File: src/rtl/fir_mac_sched_if.sv
// fir_mac_sched_if: sample in/out handshakes and coefficient write port of the FIR scheduler.
interface fir_mac_sched_if #(
  parameter int WIDTH_DATA  = 16,
  parameter int WIDTH_COEFF = 16,
  parameter int NO_TAPS     = 32
);
  logic                          in_valid;
  logic                          in_ready;
  logic                          in_ch;
  logic [WIDTH_DATA-1:0]         in_data;
  logic                          out_valid;
  logic                          out_ready;
  logic                          out_ch;
  logic [WIDTH_DATA-1:0]         out_data;
  logic                          coeff_we;
  logic [$clog2(NO_TAPS):0]      coeff_addr;
  logic [WIDTH_COEFF-1:0]        coeff_data;
  logic                          coeff_err;
  modport master (
    output in_valid, in_ch, in_data, out_ready, coeff_we, coeff_addr, coeff_data,
    input  in_ready, out_valid, out_ch, out_data, coeff_err
  );
  modport slave (
    input  in_valid, in_ch, in_data, out_ready, coeff_we, coeff_addr, coeff_data,
    output in_ready, out_valid, out_ch, out_data, coeff_err
  );
endinterface

File: src/rtl/fir_mac_sched.sv
// fir_mac_sched: serial stereo FIR, one shared MAC over NO_TAPS cycles per sample.
// Define FIR_MAC_SCHED_SAT_EN to clamp the scaled result instead of wrapping it.
module fir_mac_sched #(
  parameter int WIDTH_DATA  = 16,
  parameter int WIDTH_COEFF = 16,
  parameter int NO_TAPS     = 32,
  parameter int WIDTH_SUM   = 40
) (
  input logic            clk_i,
  input logic            rst_ni,
  fir_mac_sched_if.slave bus
);
  localparam int AW = $clog2(NO_TAPS);
  localparam logic signed [WIDTH_COEFF-1:0] H_ONE = {1'b0, {(WIDTH_COEFF-1){1'b1}}};
  typedef enum logic [1:0] {IDLE, MAC, SCALE, OUT} state_t;
  state_t state;
  logic [AW-1:0] wp [2];
  logic [AW-1:0] k;
  logic ch;
  logic signed [WIDTH_DATA-1:0] x [2][NO_TAPS];
  logic signed [WIDTH_COEFF-1:0] h [NO_TAPS];
  logic signed [WIDTH_SUM-1:0] acc;
  logic [AW-1:0] wp_in, tap_idx;
  logic signed [WIDTH_DATA+WIDTH_COEFF-1:0] prod;
  logic [WIDTH_DATA-1:0] scaled;
  logic coeff_ok;
  assign wp_in    = wp[bus.in_ch] + AW'(1);
  assign tap_idx  = wp[ch] - k;
  assign prod     = x[ch][tap_idx] * h[k];
  assign coeff_ok = bus.coeff_we && state == IDLE && !bus.coeff_addr[AW];
`ifdef FIR_MAC_SCHED_SAT_EN
  localparam logic signed [WIDTH_SUM-1:0] MAX_S = {{(WIDTH_SUM-WIDTH_DATA+1){1'b0}}, {(WIDTH_DATA-1){1'b1}}};
  localparam logic signed [WIDTH_SUM-1:0] MIN_S = ~MAX_S;
  logic signed [WIDTH_SUM-1:0] sh;
  assign sh     = acc >>> (WIDTH_COEFF-1);
  assign scaled = sh > MAX_S ? MAX_S[WIDTH_DATA-1:0] : sh < MIN_S ? MIN_S[WIDTH_DATA-1:0] : sh[WIDTH_DATA-1:0];
`else
  // Floor shift followed by truncation is just a bit slice of the accumulator.
  assign scaled = acc[WIDTH_COEFF-1 +: WIDTH_DATA];
`endif
  always_ff @(posedge clk_i or negedge rst_ni) begin
    if (!rst_ni) begin
      state         <= IDLE;
      bus.in_ready  <= 1'b1;
      bus.out_valid <= 1'b0;
      bus.out_ch    <= 1'b0;
      bus.out_data  <= '0;
      bus.coeff_err <= 1'b0;
      ch            <= 1'b0;
      k             <= '0;
      acc           <= '0;
      for (int c = 0; c < 2; c++) begin
        wp[c] <= '0;
        for (int i = 0; i < NO_TAPS; i++) x[c][i] <= '0;
      end
      for (int i = 0; i < NO_TAPS; i++) h[i] <= (i == 0) ? H_ONE : '0;
    end else begin
      bus.coeff_err <= bus.coeff_we && !coeff_ok;
      if (coeff_ok) h[bus.coeff_addr[AW-1:0]] <= bus.coeff_data;
      case (state)
        IDLE: if (bus.in_valid) begin
          wp[bus.in_ch]        <= wp_in;
          x[bus.in_ch][wp_in]  <= bus.in_data;
          ch                   <= bus.in_ch;
          acc                  <= '0;
          k                    <= '0;
          bus.in_ready         <= 1'b0;
          state                <= MAC;
        end
        MAC: begin
          acc <= acc + WIDTH_SUM'(prod);
          k   <= k + AW'(1);
          if (k == AW'(NO_TAPS-1)) state <= SCALE;
        end
        SCALE: begin
          bus.out_data  <= scaled;
          bus.out_ch    <= ch;
          bus.out_valid <= 1'b1;
          state         <= OUT;
        end
        OUT: if (bus.out_ready) begin
          bus.out_valid <= 1'b0;
          bus.in_ready  <= 1'b1;
          state         <= IDLE;
        end
        default: state <= IDLE;
      endcase
    end
  end
endmodule
File: src/flat_wrapper.sv
// flat-port wrapper written by rule: the top's interface ports become plain ports
module fir_mac_sched_flat 
#(
  parameter int WIDTH_DATA  = 16,
  parameter int WIDTH_COEFF = 16,
  parameter int NO_TAPS     = 32,
  parameter int WIDTH_SUM   = 40
)
  (clk_i, rst_ni, bus_in_valid, bus_in_ch, bus_in_data, bus_out_ready, bus_coeff_we, bus_coeff_addr, bus_coeff_data, bus_in_ready, bus_out_valid, bus_out_ch, bus_out_data, bus_coeff_err);
  fir_mac_sched_if #(.WIDTH_DATA(WIDTH_DATA), .WIDTH_COEFF(WIDTH_COEFF), .NO_TAPS(NO_TAPS)) bus_i ();
  input logic clk_i;
  input logic rst_ni;
  input wire logic [$bits(bus_i.in_valid)-1:0] bus_in_valid;
  input wire logic [$bits(bus_i.in_ch)-1:0] bus_in_ch;
  input wire logic [$bits(bus_i.in_data)-1:0] bus_in_data;
  input wire logic [$bits(bus_i.out_ready)-1:0] bus_out_ready;
  input wire logic [$bits(bus_i.coeff_we)-1:0] bus_coeff_we;
  input wire logic [$bits(bus_i.coeff_addr)-1:0] bus_coeff_addr;
  input wire logic [$bits(bus_i.coeff_data)-1:0] bus_coeff_data;
  output wire logic [$bits(bus_i.in_ready)-1:0] bus_in_ready;
  output wire logic [$bits(bus_i.out_valid)-1:0] bus_out_valid;
  output wire logic [$bits(bus_i.out_ch)-1:0] bus_out_ch;
  output wire logic [$bits(bus_i.out_data)-1:0] bus_out_data;
  output wire logic [$bits(bus_i.coeff_err)-1:0] bus_coeff_err;
  assign bus_i.in_valid = bus_in_valid;
  assign bus_i.in_ch = bus_in_ch;
  assign bus_i.in_data = bus_in_data;
  assign bus_i.out_ready = bus_out_ready;
  assign bus_i.coeff_we = bus_coeff_we;
  assign bus_i.coeff_addr = bus_coeff_addr;
  assign bus_i.coeff_data = bus_coeff_data;
  assign bus_in_ready = bus_i.in_ready;
  assign bus_out_valid = bus_i.out_valid;
  assign bus_out_ch = bus_i.out_ch;
  assign bus_out_data = bus_i.out_data;
  assign bus_coeff_err = bus_i.coeff_err;
  fir_mac_sched #(.WIDTH_DATA(WIDTH_DATA), .WIDTH_COEFF(WIDTH_COEFF), .NO_TAPS(NO_TAPS), .WIDTH_SUM(WIDTH_SUM)) u_core (.clk_i(clk_i), .rst_ni(rst_ni), .bus(bus_i));
endmodule
File: config.mk
export PLATFORM = sky130hd
export DESIGN_NAME = fir_mac_sched_flat
export DESIGN_NICKNAME = d
export VERILOG_FILES = /design/src/rtl/fir_mac_sched_if.sv /design/src/rtl/fir_mac_sched.sv /design/src/flat_wrapper.sv
export SDC_FILE = /design/constraint.sdc
export NUM_CORES = 2
export LEC_CHECK = 0
export ABC_CLOCK_PERIOD_IN_PS = 29400
export CORE_AREA = 2 2 530 532
export DETAILED_ROUTE_END_ITERATION = 12
export DIE_AREA = 0 0 532 534
export GPL_TIMING_DRIVEN = 1
export SETUP_SLACK_MARGIN = 0.4
export SLEW_MARGIN = 20
export SYNTH_ARGS = -nofsm -noshare
export SYNTH_HDL_FRONTEND = slang
export SYNTH_SLANG_ARGS = --single-unit
File: constraint.sdc
create_clock -name clk_i -period 29.4 [get_ports clk_i]
set_input_delay 5.88 -clock clk_i [delete_from_list [all_inputs] [get_ports clk_i]]
set_output_delay 5.88 -clock clk_i [all_outputs]
set_load 0.02 [all_outputs]
==> impl_results.md <==
- Status: completed
- Max Cap Violations: 0
- Seq/Total Area, Yosys: 48.2%
- Worst EP required: around 30 ns
- Worst vdd ir: approximately 0.19 mV
- Final number of hold-violating endpoints: 0
- CTS tree: done
- Multiplexer share of the synthesized area: between 30% and 40%
- YS warnings: 0
- Starting DRT DRC Count: between 2000 and 3000
- Post-synthesis cell count: around 5600
- FF+latch count, synth: approximately 1600
- Vias post-DR: about 47000
- Antenna violations before repair: 14
- Asr flop ratio synth: 100%
- Clock skew: between 0.07 and 0.08 ns
- Min-delay worst type: reg2reg
- Die height: between 500 and 600 um
- H-Tree Depth: 4
- Clock Latency Late Sink: ~0.86 ns
- Drt first pass iters: 5
- Initial core utilization: 29.9%
- Rel. slew slack: 25.1%
- Area growth, synth to finish: 12.5%
- R2R depth: 32
- Switching Fraction: 40.3%
- Largest net degree at the start of global routing: 175
- Post-synth EDFFs: 0
- Post-CTS setup buffer count: 0
- Fraction of layout cells with a size suffix above 1: a little over two fifths
- Num rows: a little under 200
- CP dominant cell by count: fa_1
- Slowest cell on the critical path: dfrtp_4
- Die X: between 500 and 600 um
- Max Clock Freq: a little over 80 MHz
- TritonCTS buffer count: about 170
- Crit path max fanout: 58
- Vias per cell: 4.96
- Critical path type: reg2reg
- Area leader, netlist: dfrtp_1
- Max Root-Sink Buffers: 3
- Critical path startpoint category: flop
- Largest family of logic cells by synthesized area: multiplexers
- Pins Over Slew Limit: 0
- Post-synthesis simple-gate area fraction: between 3 and 4%
- Grt total ovfl: 0
- Clock network power share: about 23%
- Critical Path Max Stage Delay: between 0.9 and 1 ns
- Hold-fix buffers, CTS: 0
- Comb power frac: 46.9%
- Pint: 5720 uW
- Sequential power share: 30.1%
- Wire per inst: between 20 and 25 um
- RSZ-0062 raised after global routing: false
- Area of the multi-input gates: ~40000 um^2
- Routability cong.: slightly above 0.8
- Leak: around 0.044 uW
- Worst-path clk slew: approximately 0.06 ns
- Storage cell area: approximately 40000 um^2
- GRT Util Overall: 15.0%
- PwrDens: roughly 100 nW/um^2
- Mapped cell area: between 80000 and 90000 um^2
- IO Pins: 64
- Post-Place Cells: 9115
- Synth area leaders: dfrtp_1 (48%), mux2_2 (19%), mux4_2 (13%), fa_1 (6.9%), mux2_1 (2.2%)
- Filler instances: 26700
- Min Hold Slack: 0.485 ns
- Min-Delay Path Depth: 1
- Adder-cell share of the synthesized area: under 10%
- Drt drc: 0
- Post-DP HPWL: 131000 um
- CTS resizes: 0
- Root buf cell: clkbuf_16
- Synthesized area per cell: 14.8 um^2
- Period utilization: ~42%
- Final WL: 211000 um
- Clk sinks: around 1600
- Top-area cell type share of the netlist area: roughly 48%
- Main synth FF type: dfrtp_1
- Post-Layout Cell Count: 9433
- First-pass GRT wire length: 328000 um
- CP Capture Type: flop
- Arrival time worst endpoint: between 10 and 15 ns
- Syn_nets: 6075
- Worst-Margin Slew: between 1 and 1.5 ns
- Vias in the first global route: 51600
- Distinct cells, synth: 70
- Die ar.: about 280000 um^2
- Compound-Gate Fraction of Synth Area: around 1.2%
- NetSw: 3860 uW
- DRT antenna net count: 0
- Number of port buffers: 63
- Setup Total Neg Slack: 0 ns
- Nets: between 6000 and 7000
- Core area: about 280000 um^2
- Final setup fails: 0
- Tmin final: 12.21 ns
- Post-Synth XOR/XNOR Area: 0.554%
[power groups by stage]
stage               clock [uW]  sequential [uW]  combinational, uW
detailed placement           0             2920               4540
floorplan                    0             2810               3240
finish                    2200             2880               4500
global route              2350             2940               4970
global placement             0             2890               4500
CTS                       2260             2880               4560
[metrics by stage]
step | setup WS [ns] | util (%) | instance area (um^2) | power (uW)
6_report | 17.19 | 33.7 | 93700 | 9580
5_1_grt | 16.54 | 33.7 | 93700 | 10300
4_1_cts | 17.15 | 33.7 | 93700 | 9700
3_5_place_dp | 17.19 | 31.6 | 87900 | 7460
3_3_place_gp | 17.21 | 31.6 | 87900 | 7390
2_1_floorplan | 19.81 | - | 83300 | 6050
[state kept, by name, summed over array words and instances (netlist names)]
name and cells:
u_core.acc 31, u_core.bus.coeff_err 1, u_core.bus.in_ready 1, u_core.bus.out_ch 1, u_core.bus.out_data 16, u_core.bus.out_valid 1
u_core.ch 1, u_core.h 512, u_core.k 5, u_core.state 2, u_core.wp 10, u_core.x 1024
[worst max-delay path, delay by kind of cell (launching register included)]
family	cells	cell delay (ns)
adder cells (fa/ha/maj)	8	4.37
buffers and inverters	7	2.03
AO/OA/AOI/OAI	6	1.95
multiplexers	4	1.53
AND/OR/NAND/NOR	6	0.99
flip-flops	1	0.95
XOR/XNOR	1	0.16
[logic make-up (layout without fill, tap and decap cells)]
logic type | Yosys count | after routing
AO/OA/AOI/OAI | 150 | 150
adder cells (fa/ha/maj) | 396 | 396
buffers and inverters | 783 | 850
XOR/XNOR | 51 | 51
other | 0 | 7
flip-flops | 1605 | 1605
multiplexers | 2090 | 2090
AND/OR/NAND/NOR | 560 | 560
[per-layer routing]
layer	track usage [%]	part of all wire (%)
met4	4.34	2.6
met2	26.0	50
met5	0	0.0047
met3	2.13	3.6
met1	19.5	43
[Yosys cell counts, types with 14 or more instances]
library cell  count
or2_2            14
mux4_2          470
a21o_1           15
dfrtp_1        1589
nand3_1          20
a21oi_1          35
ha_1            110
clkbuf_1        278
dfstp_2          16
xnor2_1          27
fa_1            286
nand2_1         217
mux2_1          160
mux2i_1          41
buf_1            25
nor2b_1          16
o21ai_0          44
nand2_4          16
buf_4            18
nor2_1          202
mux2_2         1415
buf_2            99
xor2_1           22
and2_1           16
inv_1           346
[cell type report]
cell class / count / area share, %
antenna: 7 / 0.0187
multi-input combinational: 3247 / 42.9
sequential: 1605 / 42.9
inverter: 356 / 1.43
clock inverter: 46 / 0.826
tap: 3724 / 4.97
clock buffer: 264 / 5.33
timing repair buffer: 184 / 1.67
[worst paths after layout]
path / end / slack [ns] / start
worst max-delay path: u_core.acc[30] / 17.19 / u_core.ch
worst min-delay path: u_core.x[952] / 0.49 / u_core.x[952]
worst max register to register: u_core.acc[30] / 17.19 / u_core.ch
worst min register to register: u_core.x[952] / 0.49 / u_core.x[952]
max in group asynchronous: u_core.h[406] / 19.66 / rst_ni
min in group asynchronous: u_core.x[976] / 5.00 / rst_ni
[layout by cell type (no fill, tap or decap), drive strengths merged, types with 36 or more instances in the layout]
cell,netlist,layout
clkdlybuf4s50,0,38
a21oi,36,36
dfrtp,1589,1589
nor2,210,210
mux2,1575,1575
ha,110,110
o21ai,58,58
fa,286,286
mux2i,45,45
inv,356,362
nand2,233,233
mux4,470,470
buf,149,146
clkbuf,278,264
No activity file was read; power rests on OpenSTA's default activity.
